`src/rtl/btn_conditioner.sv`:
```
// Purpose: six push-button conditioner; sync, debounce, press pulses, up/down auto-repeat.
// Latency: press pulse DB_CYCLES+2 cycles after the raw level is first sampled; repeats REP_DELAY then every REP_PERIOD.
// Backpressure: none; outputs are one-cycle strobes with no handshake, the consumer must take them as they come.
//
// Ports:
//   clk, rst_n                               - clock, asynchronous active-low reset
//   up, down, left, right, start, modify     - raw button levels, active-high, asynchronous
//   up_p .. modify_p                         - one-cycle command pulses
//   held[5:0]                                - debounced levels {modify,start,right,left,down,up}
module btn_conditioner #(
  parameter int unsigned DB_CYCLES  = 1_000_000,
  parameter int unsigned REP_DELAY  = 50_000_000,
  parameter int unsigned REP_PERIOD = 10_000_000
) (
  input  logic       clk,
  input  logic       rst_n,
  input  logic       up,
  input  logic       down,
  input  logic       left,
  input  logic       right,
  input  logic       start,
  input  logic       modify,
  output logic       up_p,
  output logic       down_p,
  output logic       left_p,
  output logic       right_p,
  output logic       start_p,
  output logic       modify_p,
  output logic [5:0] held
);

  localparam int NCH = 6;
  localparam int CW  = 24;
  localparam int RW  = 32;

  localparam logic [CW-1:0] DB_LAST     = CW'(DB_CYCLES - 1);
  localparam logic [RW-1:0] DELAY_LAST  = RW'(REP_DELAY - 1);
  localparam logic [RW-1:0] PERIOD_LAST = RW'(REP_PERIOD - 1);

  typedef enum logic [1:0] {
    IDLE,
    WAIT,
    REPEAT
  } rep_state_e;

  // ---------------------------------------------------------------------------
  // Reset: asserts immediately, releases two edges after rst_n rises.
  // ---------------------------------------------------------------------------
  logic [1:0] rst_sync_q, rst_sync_d;
  logic       rst_int_n;

  always_comb rst_sync_d = {rst_sync_q[0], 1'b1};

  always_ff @(posedge clk or negedge rst_n) begin
    if (!rst_n) rst_sync_q <= 2'b00;
    else        rst_sync_q <= rst_sync_d;
  end

  assign rst_int_n = rst_sync_q[1];

  // ---------------------------------------------------------------------------
  // Input synchronizers. These sit on the raw reset so they start sampling on
  // the first edge after release; their output is valid exactly when the
  // internal reset lets the debouncers run, which keeps the post-reset press
  // latency at DB_CYCLES+3.
  // ---------------------------------------------------------------------------
  logic [NCH-1:0] raw;
  logic [NCH-1:0] meta_q, meta_d;
  logic [NCH-1:0] sync_q, sync_d;

  assign raw = {modify, start, right, left, down, up};

  always_comb begin
    meta_d = raw;
    sync_d = meta_q;
  end

  always_ff @(posedge clk or negedge rst_n) begin
    if (!rst_n) begin
      meta_q <= '0;
      sync_q <= '0;
    end else begin
      meta_q <= meta_d;
      sync_q <= sync_d;
    end
  end

  // ---------------------------------------------------------------------------
  // Debounce: level changes only after DB_CYCLES consecutive disagreeing
  // samples; any agreeing sample restarts the count.
  // ---------------------------------------------------------------------------
  logic [NCH-1:0] db_q, db_d;
  logic [NCH-1:0] db_prev_q, db_prev_d;
  logic [NCH-1:0] rise;
  logic [CW-1:0]  cnt_q [NCH];
  logic [CW-1:0]  cnt_d [NCH];

  always_comb begin
    db_d      = db_q;
    db_prev_d = db_q;
    for (int i = 0; i < NCH; i++) begin
      cnt_d[i] = '0;
      if (sync_q[i] != db_q[i]) begin
        if (cnt_q[i] == DB_LAST) db_d[i]  = sync_q[i];
        else                     cnt_d[i] = cnt_q[i] + CW'(1);
      end
    end
  end

  // Rise seen one cycle after the debounced level changes, so the pulse lands
  // on the cycle after acceptance.
  assign rise = db_q & ~db_prev_q;

  always_ff @(posedge clk or negedge rst_int_n) begin
    if (!rst_int_n) begin
      db_q      <= '0;
      db_prev_q <= '0;
      for (int i = 0; i < NCH; i++) cnt_q[i] <= '0;
    end else begin
      db_q      <= db_d;
      db_prev_q <= db_prev_d;
      for (int i = 0; i < NCH; i++) cnt_q[i] <= cnt_d[i];
    end
  end

  // ---------------------------------------------------------------------------
  // Auto-repeat for up (0) and down (1). Holding both is treated as a
  // conflicting request: both machines drop to IDLE and stay there until a
  // fresh press.
  // ---------------------------------------------------------------------------
  rep_state_e     st_q   [2];
  rep_state_e     st_d   [2];
  logic [RW-1:0]  rcnt_q [2];
  logic [RW-1:0]  rcnt_d [2];
  logic [1:0]     rep_fire;
  logic           both_held;

  assign both_held = db_q[0] & db_q[1];

  always_comb begin
    for (int i = 0; i < 2; i++) begin
      st_d[i]     = st_q[i];
      rcnt_d[i]   = rcnt_q[i];
      rep_fire[i] = 1'b0;
      if (both_held) begin
        st_d[i]   = IDLE;
        rcnt_d[i] = '0;
      end else begin
        case (st_q[i])
          IDLE: begin
            if (rise[i]) begin
              st_d[i]   = WAIT;
              rcnt_d[i] = '0;
            end
          end
          WAIT: begin
            if (!db_q[i]) begin
              st_d[i]   = IDLE;
              rcnt_d[i] = '0;
            end else if (rcnt_q[i] == DELAY_LAST) begin
              rep_fire[i] = 1'b1;
              rcnt_d[i]   = '0;
              st_d[i]     = REPEAT;
            end else begin
              rcnt_d[i] = rcnt_q[i] + RW'(1);
            end
          end
          REPEAT: begin
            if (!db_q[i]) begin
              st_d[i]   = IDLE;
              rcnt_d[i] = '0;
            end else if (rcnt_q[i] == PERIOD_LAST) begin
              rep_fire[i] = 1'b1;
              rcnt_d[i]   = '0;
            end else begin
              rcnt_d[i] = rcnt_q[i] + RW'(1);
            end
          end
          default: begin
            st_d[i]   = IDLE;
            rcnt_d[i] = '0;
          end
        endcase
      end
    end
  end

  always_ff @(posedge clk or negedge rst_int_n) begin
    if (!rst_int_n) begin
      for (int i = 0; i < 2; i++) begin
        st_q[i]   <= IDLE;
        rcnt_q[i] <= '0;
      end
    end else begin
      for (int i = 0; i < 2; i++) begin
        st_q[i]   <= st_d[i];
        rcnt_q[i] <= rcnt_d[i];
      end
    end
  end

  // ---------------------------------------------------------------------------
  // Output pulses. Press and repeat merge into one strobe; masking with the
  // previous cycle guarantees a pulse never stretches to two cycles even with
  // degenerate repeat settings.
  // ---------------------------------------------------------------------------
  logic [NCH-1:0] p_q, p_d;

  always_comb p_d = (rise | {{(NCH-2){1'b0}}, rep_fire}) & ~p_q;

  always_ff @(posedge clk or negedge rst_int_n) begin
    if (!rst_int_n) p_q <= '0;
    else            p_q <= p_d;
  end

  assign up_p     = p_q[0];
  assign down_p   = p_q[1];
  assign left_p   = p_q[2];
  assign right_p  = p_q[3];
  assign start_p  = p_q[4];
  assign modify_p = p_q[5];
  assign held     = db_q;

endmodule

```
`config.mk`:
```
export PLATFORM = sky130hd
export DESIGN_NAME = btn_conditioner
export DESIGN_NICKNAME = d
export VERILOG_FILES = /design/src/rtl/btn_conditioner.sv
export SDC_FILE = /design/constraint.sdc
export NUM_CORES = 1
export LEC_CHECK = 0
export ABC_AREA = 1
export BUFFER_PORTS_ARGS = -buffer_cell sky130_fd_sc_hd__buf_4
export CELL_PAD_IN_SITES_DETAIL_PLACEMENT = 1
export CELL_PAD_IN_SITES_GLOBAL_PLACEMENT = 1
export CORE_MARGIN = 5
export CORE_UTILIZATION = 45
export CTS_BUF_LIST = sky130_fd_sc_hd__clkbuf_4 sky130_fd_sc_hd__clkbuf_8 sky130_fd_sc_hd__clkbuf_16
export DETAILED_ROUTE_END_ITERATION = 7
export GPL_TIMING_DRIVEN = 0
export HOLD_SLACK_MARGIN = 0.12
export PLACE_DENSITY_LB_ADDON = 0.1
export SYNTH_ARGS = -nofsm -noshare
export SYNTH_HDL_FRONTEND = slang
export SYNTH_SLANG_ARGS = --single-unit
export TNS_END_PERCENT = 1
```
`constraint.sdc`:
```
create_clock -name clk -period 10.9 [get_ports clk]
set_input_delay 1.09 -clock clk [delete_from_list [all_inputs] [get_ports clk]]
set_output_delay 1.09 -clock clk [all_outputs]
set_load 0.05 [all_outputs]
```
==> summary.md, run 1 <==
• finished, final reports clean — outcome
• 28.2 mm — Post-DP HPWL
• 2590 ps — Min Clock Period, post-route
• sky130_fd_sc_hd__dfrtp_1, sky130_fd_sc_hd__nand2_1, sky130_fd_sc_hd__nor2_1 — synth top area cells
• 630 ps — maximum cell stage delay along the critical path
• 13100 — vias in the first global route
• 37.8 mm — Routed Wire Length
• 0 — Remaining DRCs
• 64 — number of core rows
• 0 — Slew Viols, Final
• 0 — post-CTS resize count
• 0 — final antenna-violating net count
• 0.507 — worst slew slack as a fraction of its limit
• 187 µm — width of the die
• output pin — CP endpoint kind
• 0 — hold bufs inserted after CTS
• 0.0307 mm² — Core Footprint
• 0.0348 mm² — die footprint
• 0 — number of synthesis warnings
• 126 mW/mm² — total power per unit cell area
• 0 — antenna cells
• 277 ps — worst-case hold slack
• 580 ps — Skew-Pair Late Insertion Delay
• 12200 — vias after detailed routing
• 19 — # port buffers
• 1.00 — share of async-settable or async-resettable flops after synthesis
• sky130_fd_sc_hd__dfrtp_1 — Top FF cell, synth
• 0.386 GHz — maximum clock frequency
• 0.101 — proportion of layout cells with a drive suffix above 1
• 0 — total setup violations reported at the end of the flow
• 60 ps — clock transition at the registers of the reported paths
• 706 — detailed router's first-iteration violation count
• 8 — crit path max fanout
• 1 — number of levels in the clock H-tree
• 244 — total of flip-flops plus latches after synthesis
• 0.435 — fraction of synthesized cell area taken by the top area cell type
• 65.3 mm — global-route wire length before repair
• 0 — total congestion overflow
• 0 — number of setup buffers added after CTS
• 9810 ps — WP data required
• sky130_fd_sc_hd__dfrtp_1 — library cell occupying the most area in the post-synthesis netlist
• 5 — TritonRoute pass-1 iters
• 244 — sinks on the clock net
• 3 — clock buffer depth
• 1912 — Layout Nets
• 0.864 — final weighted congestion in routability-driven placement
• 30 — TritonCTS buffer count
• 7.67 ps — Worst Clk Skew
• 5.31 — per-cell via count in the routed design
• register to asynchronous set/reset pin — worst min-delay path category
• flip-flops — CP delay by family, top
• 7.65 µm² — Post-Synthesis Mean Instance Area
• 0 ps — summed negative setup slack over all endpoints
• 3850 — number of filler instances in the final layout
• 1857 — post-synthesis net count
• 0.00611 mm² — combined flip-flop and latch cell area
• register to output pin — kind of critical path
• 1 — Bufs and invs on worst path
• 16.4 µm — mean routed wirelength per cell
• 0 — MaxCap Viol Count
• 49 — number of distinct standard cells referenced by the synthesized netlist
• 0.120 mV — maximum VDD drop
• 68 — maximum number of pins on one net before global-route repair
• sky130_fd_sc_hd__clkbuf_16 — clock tree root driver cell
• buf_4 — cell-by-cell trace of the critical path
• 0.217 — gr usage total
• 20 — count of boundary I/O pins
• 0.00691 mm² — area occupied by multi-input gates
• 0.238 — share of the clock period used by the worst path
• 1834 — Post-Syn Instances
• 187 µm — overall die height
• 733 ps — slew at the pin closest to its max-slew limit
• sky130_fd_sc_hd__nand2_1, sky130_fd_sc_hd__nor2_1, sky130_fd_sc_hd__dfrtp_1 — most used standard cells in the synthesized netlist
• 0 — initial antenna violation count
• register — crit path launch type
• 0.0140 mm² — total standard cell area after synthesis
• 0.435 — portion of the post-synthesis area used by sequential elements
• 12.6% — area growth from synthesis to layout
• 6.88 nW — LEAKAGE
• 0 — final hold violation count
• 0.457 — effective utilization at floorplan
• 0 — Post-synth EDFFs
• sky130_fd_sc_hd__nand2_1 — top-count cell post-synth
• built — clock tree from TritonCTS
• sky130_fd_sc_hd__dfrtp_1 — Crit-path slowest cell
• no — RSZ-0062 raised after global routing
• 1500 ps — Worst EP arrival
## area by class of cell
| class | count | area share |
|---|---|---|
| Timing Repair Buffer | 23 | 0.0160 |
| Tap cell | 396 | 0.0314 |
| Sequential cell | 244 | 0.387 |
| Clock inverter | 12 | 0.0103 |
| Clock buffer | 39 | 0.0542 |
| Multi-Input combinational cell | 1337 | 0.437 |
| Buffer | 20 | 0.00863 |
| Inverter | 233 | 0.0557 |
## registers in the layout (all words and copies together), names as in the netlist
register	count
cnt_q	144
db_prev_q	6
rst_sync_q	2
rcnt_q	64
st_q	4
p_q	6
held	6
sync_q	6
meta_q	6
## cell usage in the layout, fill, tap and decap left out, types with 4 or more instances in the layout
| cell type | netlist | final |
|---|---|---|
| sky130_fd_sc_hd__xor2_1 | 80 | 80 |
| sky130_fd_sc_hd__ha_1 | 15 | 15 |
| sky130_fd_sc_hd__nor3b_1 | 11 | 11 |
| sky130_fd_sc_hd__nor4_1 | 23 | 23 |
| sky130_fd_sc_hd__nand2_1 | 361 | 361 |
| sky130_fd_sc_hd__nand3_1 | 122 | 122 |
| sky130_fd_sc_hd__or2_2 | 11 | 11 |
| sky130_fd_sc_hd__inv_1 | 223 | 223 |
| sky130_fd_sc_hd__nand3b_1 | 4 | 4 |
| sky130_fd_sc_hd__a31oi_1 | 6 | 6 |
| sky130_fd_sc_hd__a21oi_1 | 28 | 28 |
| sky130_fd_sc_hd__nor3_2 | 8 | 8 |
| sky130_fd_sc_hd__o21ai_2 | 19 | 19 |
| sky130_fd_sc_hd__clkbuf_1 | 9 | 9 |
| sky130_fd_sc_hd__o21ai_0 | 27 | 27 |
| sky130_fd_sc_hd__nand2_4 | 4 | 4 |
| sky130_fd_sc_hd__clkinv_2 | 0 | 7 |
| sky130_fd_sc_hd__xnor2_1 | 30 | 30 |
| sky130_fd_sc_hd__inv_2 | 8 | 8 |
| sky130_fd_sc_hd__nand2_2 | 12 | 12 |
| sky130_fd_sc_hd__nor2_4 | 6 | 6 |
| sky130_fd_sc_hd__clkbuf_8 | 0 | 6 |
| sky130_fd_sc_hd__nor3_1 | 109 | 109 |
| sky130_fd_sc_hd__clkbuf_16 | 0 | 30 |
| sky130_fd_sc_hd__nand4_1 | 67 | 67 |
| sky130_fd_sc_hd__dfrtp_1 | 244 | 243 |
| sky130_fd_sc_hd__o21ai_1 | 4 | 4 |
| sky130_fd_sc_hd__buf_4 | 1 | 20 |
| sky130_fd_sc_hd__a211oi_1 | 4 | 4 |
| sky130_fd_sc_hd__buf_2 | 6 | 6 |
| sky130_fd_sc_hd__nor2_1 | 337 | 337 |
| sky130_fd_sc_hd__buf_16 | 0 | 4 |
| sky130_fd_sc_hd__nor2_2 | 22 | 22 |
## stage by stage
step / total power, mW / std cells / utilization / instance area (µm²) / worst slack [ps]
6_report: 1.99 / 2304 / 0.515 / 15800 / 8310
5_1_grt: 2.07 / 2304 / 0.515 / 15800 / 8250
4_1_cts: 2.02 / 2304 / 0.515 / 15800 / 8240
3_5_place_dp: 0.991 / 2253 / 0.482 / 14800 / 8710
3_3_place_gp: 0.983 / 2249 / 0.478 / 14700 / 910
2_1_floorplan: 0.966 / 1834 / - / 14000 / 3960
## worst paths after layout
path	depth (start not counted)	slack (ps)	from	end
worst max-delay path	1	8310	held[1]	held[1]
worst min-delay path	0	280	rst_sync_q[1]	cnt_q[31]
worst max register to register	6	8710	cnt_q[72]	held[2]
worst min register to register	0	280	rst_sync_q[1]	cnt_q[31]
max in group asynchronous	3	9460	rst_sync_q[1]	cnt_q[89]
min in group clk	0	350	meta_q[4]	sync_q[4]
## cell families (layout without fill, tap and decap cells)
logic type,Yosys count,count (layout),share of synthesized area
buffers and inverters,253,327,0.0724
AOI/OAI and AO/OA,95,95,0.0420
adders and majority gates,15,15,0.0134
other,1,1,0.000267
xor gates and xnor gates,110,110,0.0687
DFF,244,244,0.435
and+or+nand+nor,1116,1116,0.368
## where the power goes
group / internal [mW] / total, mW / leakage (nW) / switching, mW
sequential: 0.914 / 0.924 / 3.31 / 0.00939
clock: 0.620 / 1.02 / 0.508 / 0.401
combinational: 0.0135 / 0.0481 / 3.06 / 0.0346
total: 1.55 / 1.99 / 6.88 / 0.445
## worst register-to-register path, delay by kind of cell, from the launching register on
kind                       cells  cell delay [ps]
AOI/OAI and AO/OA              1              290
and+or+nand+nor                4             1040
adders and majority gates      1              300
DFF                            1              440
## per-layer routing
layer | track usage | wire length [µm]
met5 | 0 | 0
met4 | 0.0446 | 788
met3 | 0.0288 | 994
met2 | 0.378 | 18600
met1 | 0.292 | 17400
Note: power is estimated with default switching activity, not from simulation.
==> inputs of run 2 (changes only) <==
CORE_UTILIZATION = 43   (was 45)
clock period = 2.2 ns   (was 10.9 ns; I/O delays follow)
==> summary.md, run 2 (synthesized netlist as in run 1, its figures left out) <==
• simple AND/OR/NAND/NOR gates — CP delay by family, top
• 8 — crit path max fanout
• 0.612 mV — maximum VDD drop
• 0.209 — gr usage total
• 1919 — Layout Nets
• 164 ps — worst setup margin
• 0 — final hold violation count
• 0.103 — proportion of layout cells with a drive suffix above 1
• 2299 — Placed Instances
• 2490 ps — Worst EP arrival
• 0 — total congestion overflow
• 0 — antenna cells
• sky130_fd_sc_hd__clkbuf_16 — clock tree root driver cell
• cnt_q — largest register by flop count
• 0 — Bufs and invs on worst path
• 0.433 — effective utilization at floorplan
• 0.00692 mm² — area occupied by multi-input gates
• 305 ps — worst-case hold slack
• 0.0148 mm² — placed instance area
• input pin to register — worst min-delay path category
• 5 — TritonRoute pass-1 iters
• 0.0324 mm² — Core Footprint
• 0.0160 mm² — final instance area
• 58 — maximum number of pins on one net before global-route repair
• sky130_fd_sc_hd__nand2_1, sky130_fd_sc_hd__nor2_1, sky130_fd_sc_hd__dfrtp_1 — most frequent cells in the layout
• met2 — most used routing layer in global routing
• 430 ps — maximum cell stage delay along the critical path
• finished, final reports clean — outcome
• 5.14 — per-cell via count in the routed design
• 37.3 mm — Routed Wire Length
• 191 µm — overall die height
• 14.1% — area growth from synthesis to layout
• 0 — Slew Viols, Final
• register to register — kind of critical path
• ha_1, nand3_2, nor4_1, nand4_1, o21ai_0, nand2_1 — cell-by-cell trace of the critical path
• 64.1 mm — global-route wire length before repair
• 13000 — vias in the first global route
• 2660 ps — WP data required
• 0.0269 — M3 GR Usage
• 0 — initial antenna violation count
• 19 — # port buffers
• 144 — flip-flop count of the largest register, all copies and words added
• 0.0363 mm² — die footprint
• 14.3 ps — Worst Clk Skew
• 510 — detailed router's first-iteration violation count
• 0.423 — worst slew slack as a fraction of its limit
• 4028 — number of filler instances in the final layout
• 27.8 mm — Post-DP HPWL
• 66 — number of core rows
• 863 ps — slew at the pin closest to its max-slew limit
• 10.2 mW — total power draw
• 2040 ps — Min Clock Period, post-route
• 191 µm — width of the die
• 0 — MaxCap Viol Count
• 638 mW/mm² — total power per unit cell area
• sky130_fd_sc_hd__dfrtp_1 — Crit-path slowest cell
• -16.1 ps — worst slack after detailed placement
• 12100 — vias after detailed routing
• 0 — total setup violations reported at the end of the flow
• register — CP endpoint kind
• 60 ps — clock transition at the registers of the reported paths
• 1 — number of levels in the clock H-tree
• 6.94 nW — LEAKAGE
• cnt_q (144), rcnt_q (64) — registers with the most flip-flops
• 0.491 GHz — maximum clock frequency
• 0.888 — final weighted congestion in routability-driven placement
• 0.00611 mm² — combined flip-flop and latch cell area
• 0.280 — global routing met1 resource utilization
• 0 ps — summed negative setup slack over all endpoints
• 0 — Remaining DRCs
• 0.494 — Finished Core Util
• 0 — final antenna-violating net count
• 580 ps — Skew-Pair Late Insertion Delay
• 244 — sinks on the clock net
• 29 — TritonCTS buffer count
• 0.926 — share of the clock period used by the worst path
• 3 — clock buffer depth
• 20 — count of boundary I/O pins
• built — clock tree from TritonCTS
• sky130_fd_sc_hd__nand2_1 — most frequent standard cell in the layout excluding fill and tap cells
• 2360 — filler-free cell count of the finished design
• yes — RSZ-0062 raised after global routing
• 0.368 — fraction of met2 tracks used by global routing
• register — crit path launch type
• 15.8 µm — mean routed wirelength per cell
run 2: metal layers:
metal,vias up,routed length (µm)
li1,6027,-
met5,-,0
met2,109,18100
met4,0,737
met3,54,832
met1,5948,17600
run 2: area by class of cell:
type                    count  share of cell area
multi-input cells        1337               0.432
plain buffers              20             0.00852
clock buffers              38              0.0515
inverters                 233              0.0550
flip-flops and latches    244               0.382
well taps                 442              0.0346
clock inverters            15              0.0157
repair buffers             31              0.0203
run 2: report_power, final:
part           switching (mW)  internal [mW]  total [mW]
Sequential             0.0534           4.53        4.58
Clock                    2.02           3.35        5.38
Combinational           0.167         0.0744       0.241
run 2: worst paths after layout:
| check | from | end | slack [ps] | cells after the start |
|---|---|---|---|---|
| max | cnt_q[72] | held[2] | 160 | 6 |
| min | modify | meta_q[5] | 310 | 2 |
| max reg2reg | cnt_q[72] | held[2] | 160 | 6 |
| min reg2reg | meta_q[4] | sync_q[4] | 350 | 0 |
| max in group asynchronous | rst_n | rst_sync_q[1] | 700 | 3 |
| min in group asynchronous | rst_sync_q[1] | cnt_q[18] | 370 | 0 |
run 2: repair_timing:
action,CTS,global route
endpoints found under the hold margin,20,0
setup endpoints to repair,4,3
setup buffers,0,0
pin swaps,0,0
gates resized for setup,1,2
hold buffers,8,0
==> inputs of run 3 (changes only) <==
CORE_UTILIZATION = 45   (was 43)
clock period = 1.98 ns   (was 2.2 ns; I/O delays follow)
==> summary.md, run 3 (synthesized netlist as in run 1, its figures left out) <==
• finished, final reports clean — outcome
• 19 — # port buffers
• 0.521 GHz — maximum clock frequency
• 10 — crit path max fanout
• 0.970 — share of the clock period used by the worst path
• 0.450 — relative contribution of sequential cells to total power
• sky130_fd_sc_hd__dfrtp_1 — Crit-path slowest cell
• 570 ps — Skew-Pair Late Insertion Delay
• 0.726 mV — maximum VDD drop
• 8.84 mW — design internal power
• cnt_q (144), rcnt_q (64) — registers with the most flip-flops
• 2.47 mW — sw power
• 0 — total congestion overflow
• 2370 ps — Worst EP arrival
• 38.4 mm — Routed Wire Length
• 244 — sinks on the clock net
• 0.902 — final weighted congestion in routability-driven placement
• sky130_fd_sc_hd__nand2_1, sky130_fd_sc_hd__nor2_1, sky130_fd_sc_hd__dfrtp_1 — most frequent cells in the layout
• sky130_fd_sc_hd__clkbuf_16 — clock tree root driver cell
• sky130_fd_sc_hd__nand2_1 — most frequent standard cell in the layout excluding fill and tap cells
• 13400 — vias in the first global route
• 0.025 — part of the power in combinational logic
• 144 — flip-flop count of the largest register, all copies and words added
• 5.31 — per-cell via count in the routed design
• 540 — detailed router's first-iteration violation count
• 3826 — number of filler instances in the final layout
• 66.5 mm — global-route wire length before repair
• 12300 — vias after detailed routing
• 0.525 — clock network fraction of total power
• 701 mW/mm² — total power per unit cell area
• cnt_q — largest register by flop count
• 0 — antenna cells
• 1920 ps — Min Clock Period, post-route
• 0 — final hold violation count
• 11.3 mW — total power draw
• 187 µm — width of the die
• 15.0% — area growth from synthesis to layout
• 17.1 ps — Worst Clk Skew
• 3 — clock buffer depth
• 0 — MaxCap Viol Count
• input pin to register — worst min-delay path category
• 0.221 — gr usage total
• 0.0307 mm² — Core Footprint
• 0.457 — effective utilization at floorplan
• 20 — count of boundary I/O pins
• 2430 ps — WP data required
• 0.399 — worst slew slack as a fraction of its limit
• 0.0348 mm² — die footprint
• 2 — Bufs and invs on worst path
• 898 ps — slew at the pin closest to its max-slew limit
• register — crit path launch type
• 16.6 µm — mean routed wirelength per cell
• 0.219 — switching share of power
• 0 — final antenna-violating net count
• 0.118 — proportion of layout cells with a drive suffix above 1
• 0 — Remaining DRCs
• 60.0 ps — worst setup margin
• 5 — TritonRoute pass-1 iters
• 0 — total setup violations reported at the end of the flow
• built — clock tree from TritonCTS
• 187 µm — overall die height
• sky130_fd_sc_hd__nand2_2 — cell repeated most along the worst path
• 28.2 mm — Post-DP HPWL
• register to register — kind of critical path
• simple AND/OR/NAND/NOR gates — CP delay by family, top
• 59 — maximum number of pins on one net before global-route repair
• 60 ps — clock transition at the registers of the reported paths
• 64 — number of core rows
• -192 ps — worst slack after detailed placement
• 0 — Slew Viols, Final
• 30 — TritonCTS buffer count
• ha_4, nand2_2, nor2_4, nand2_2, nor2_4, nand4_1, nand2_1, nand2_2, nand2_2, nand2_4, clkinv_8, buf_12, nor2_2 — cell-by-cell trace of the critical path
• yes — RSZ-0062 raised after global routing
• 430 ps — maximum cell stage delay along the critical path
• 1 — number of levels in the clock H-tree
• 0 — initial antenna violation count
• 7.00 nW — LEAKAGE
• 1923 — Layout Nets
• register — CP endpoint kind
-- run 3: cell types whose count changed in the layout (fill, tap and decap cells not counted), sizes merged --
| cell | previous run | this run |
|---|---|---|
| inv | 233 | 232 |
| buf | 33 | 34 |
| clkbuf | 48 | 53 |
| clkinv | 7 | 8 |
| bufinv | 6 | 5 |
-- run 3: layout make-up --
type	count	area [µm²]	share of cell area
multi-input combinational	1337	7040	0.436
sequential	244	6110	0.379
inverter	233	890	0.0552
clock buffer	41	865	0.0536
tap	396	495	0.0307
timing repair buffer	34	348	0.0216
clock inverter	14	229	0.0142
buffer	20	149	0.00923
-- run 3: final timing paths --
check | to | startpoint | cells past startpoint | slack (ps)
setup / recovery | rcnt_q[46] | rcnt_q[33] | 13 | 60
hold / removal | meta_q[3] | right | 2 | 280
setup reg to reg | rcnt_q[46] | rcnt_q[33] | 13 | 60
hold reg to reg | cnt_q[9] | rst_sync_q[1] | 0 | 340
max in group asynchronous | rst_sync_q[1] | rst_n | 3 | 460
min in group asynchronous | cnt_q[9] | rst_sync_q[1] | 0 | 340
-- run 3: power groups by stage --
stage | registers (mW) | logic, mW | clock network (mW)
after detailed placement | 5.18 | 0.270 | 0
after global placement | 5.26 | 0.154 | 0
after floorplan | 5.22 | 0.101 | 0
final | 5.09 | 0.278 | 5.94
after global routing | 5.10 | 0.323 | 6.33
after CTS | 5.09 | 0.287 | 6.11
-- run 3: per-stage QoR --
stage	area [µm²]	cells	util	hold slack (ps)	setup TNS, ps
final	16100	2319	0.526	277	0
after detailed placement	14800	2253	0.482	94.4	-1850
after global routing	16100	2319	0.526	261	-730
after floorplan	14000	1834	-	-97.6	-83560
after global placement	14700	2249	0.478	86.3	-317510
after CTS	16000	2318	0.522	241	-5.43
-- run 3: timing repair --
| item | 4_1_cts | 5_1_grt |
|---|---|---|
| endpoints found under the setup margin | 44 | 107 |
| pin swaps | 2 | 1 |
| endpoints found under the hold margin | 20 | 0 |
| resized for setup | 10 | 35 |
| hold buffers | 8 | 0 |
| buffers inserted | 2 | 1 |
-- run 3: per-layer routing --
metal  part of all wire  global-route usage  vias up
met5                  0                   0        -
met3              0.022              0.0232       50
li1                   -                   -     6041
met2               0.51               0.406      120
met1               0.45               0.284     6109
met4              0.019              0.0434        0
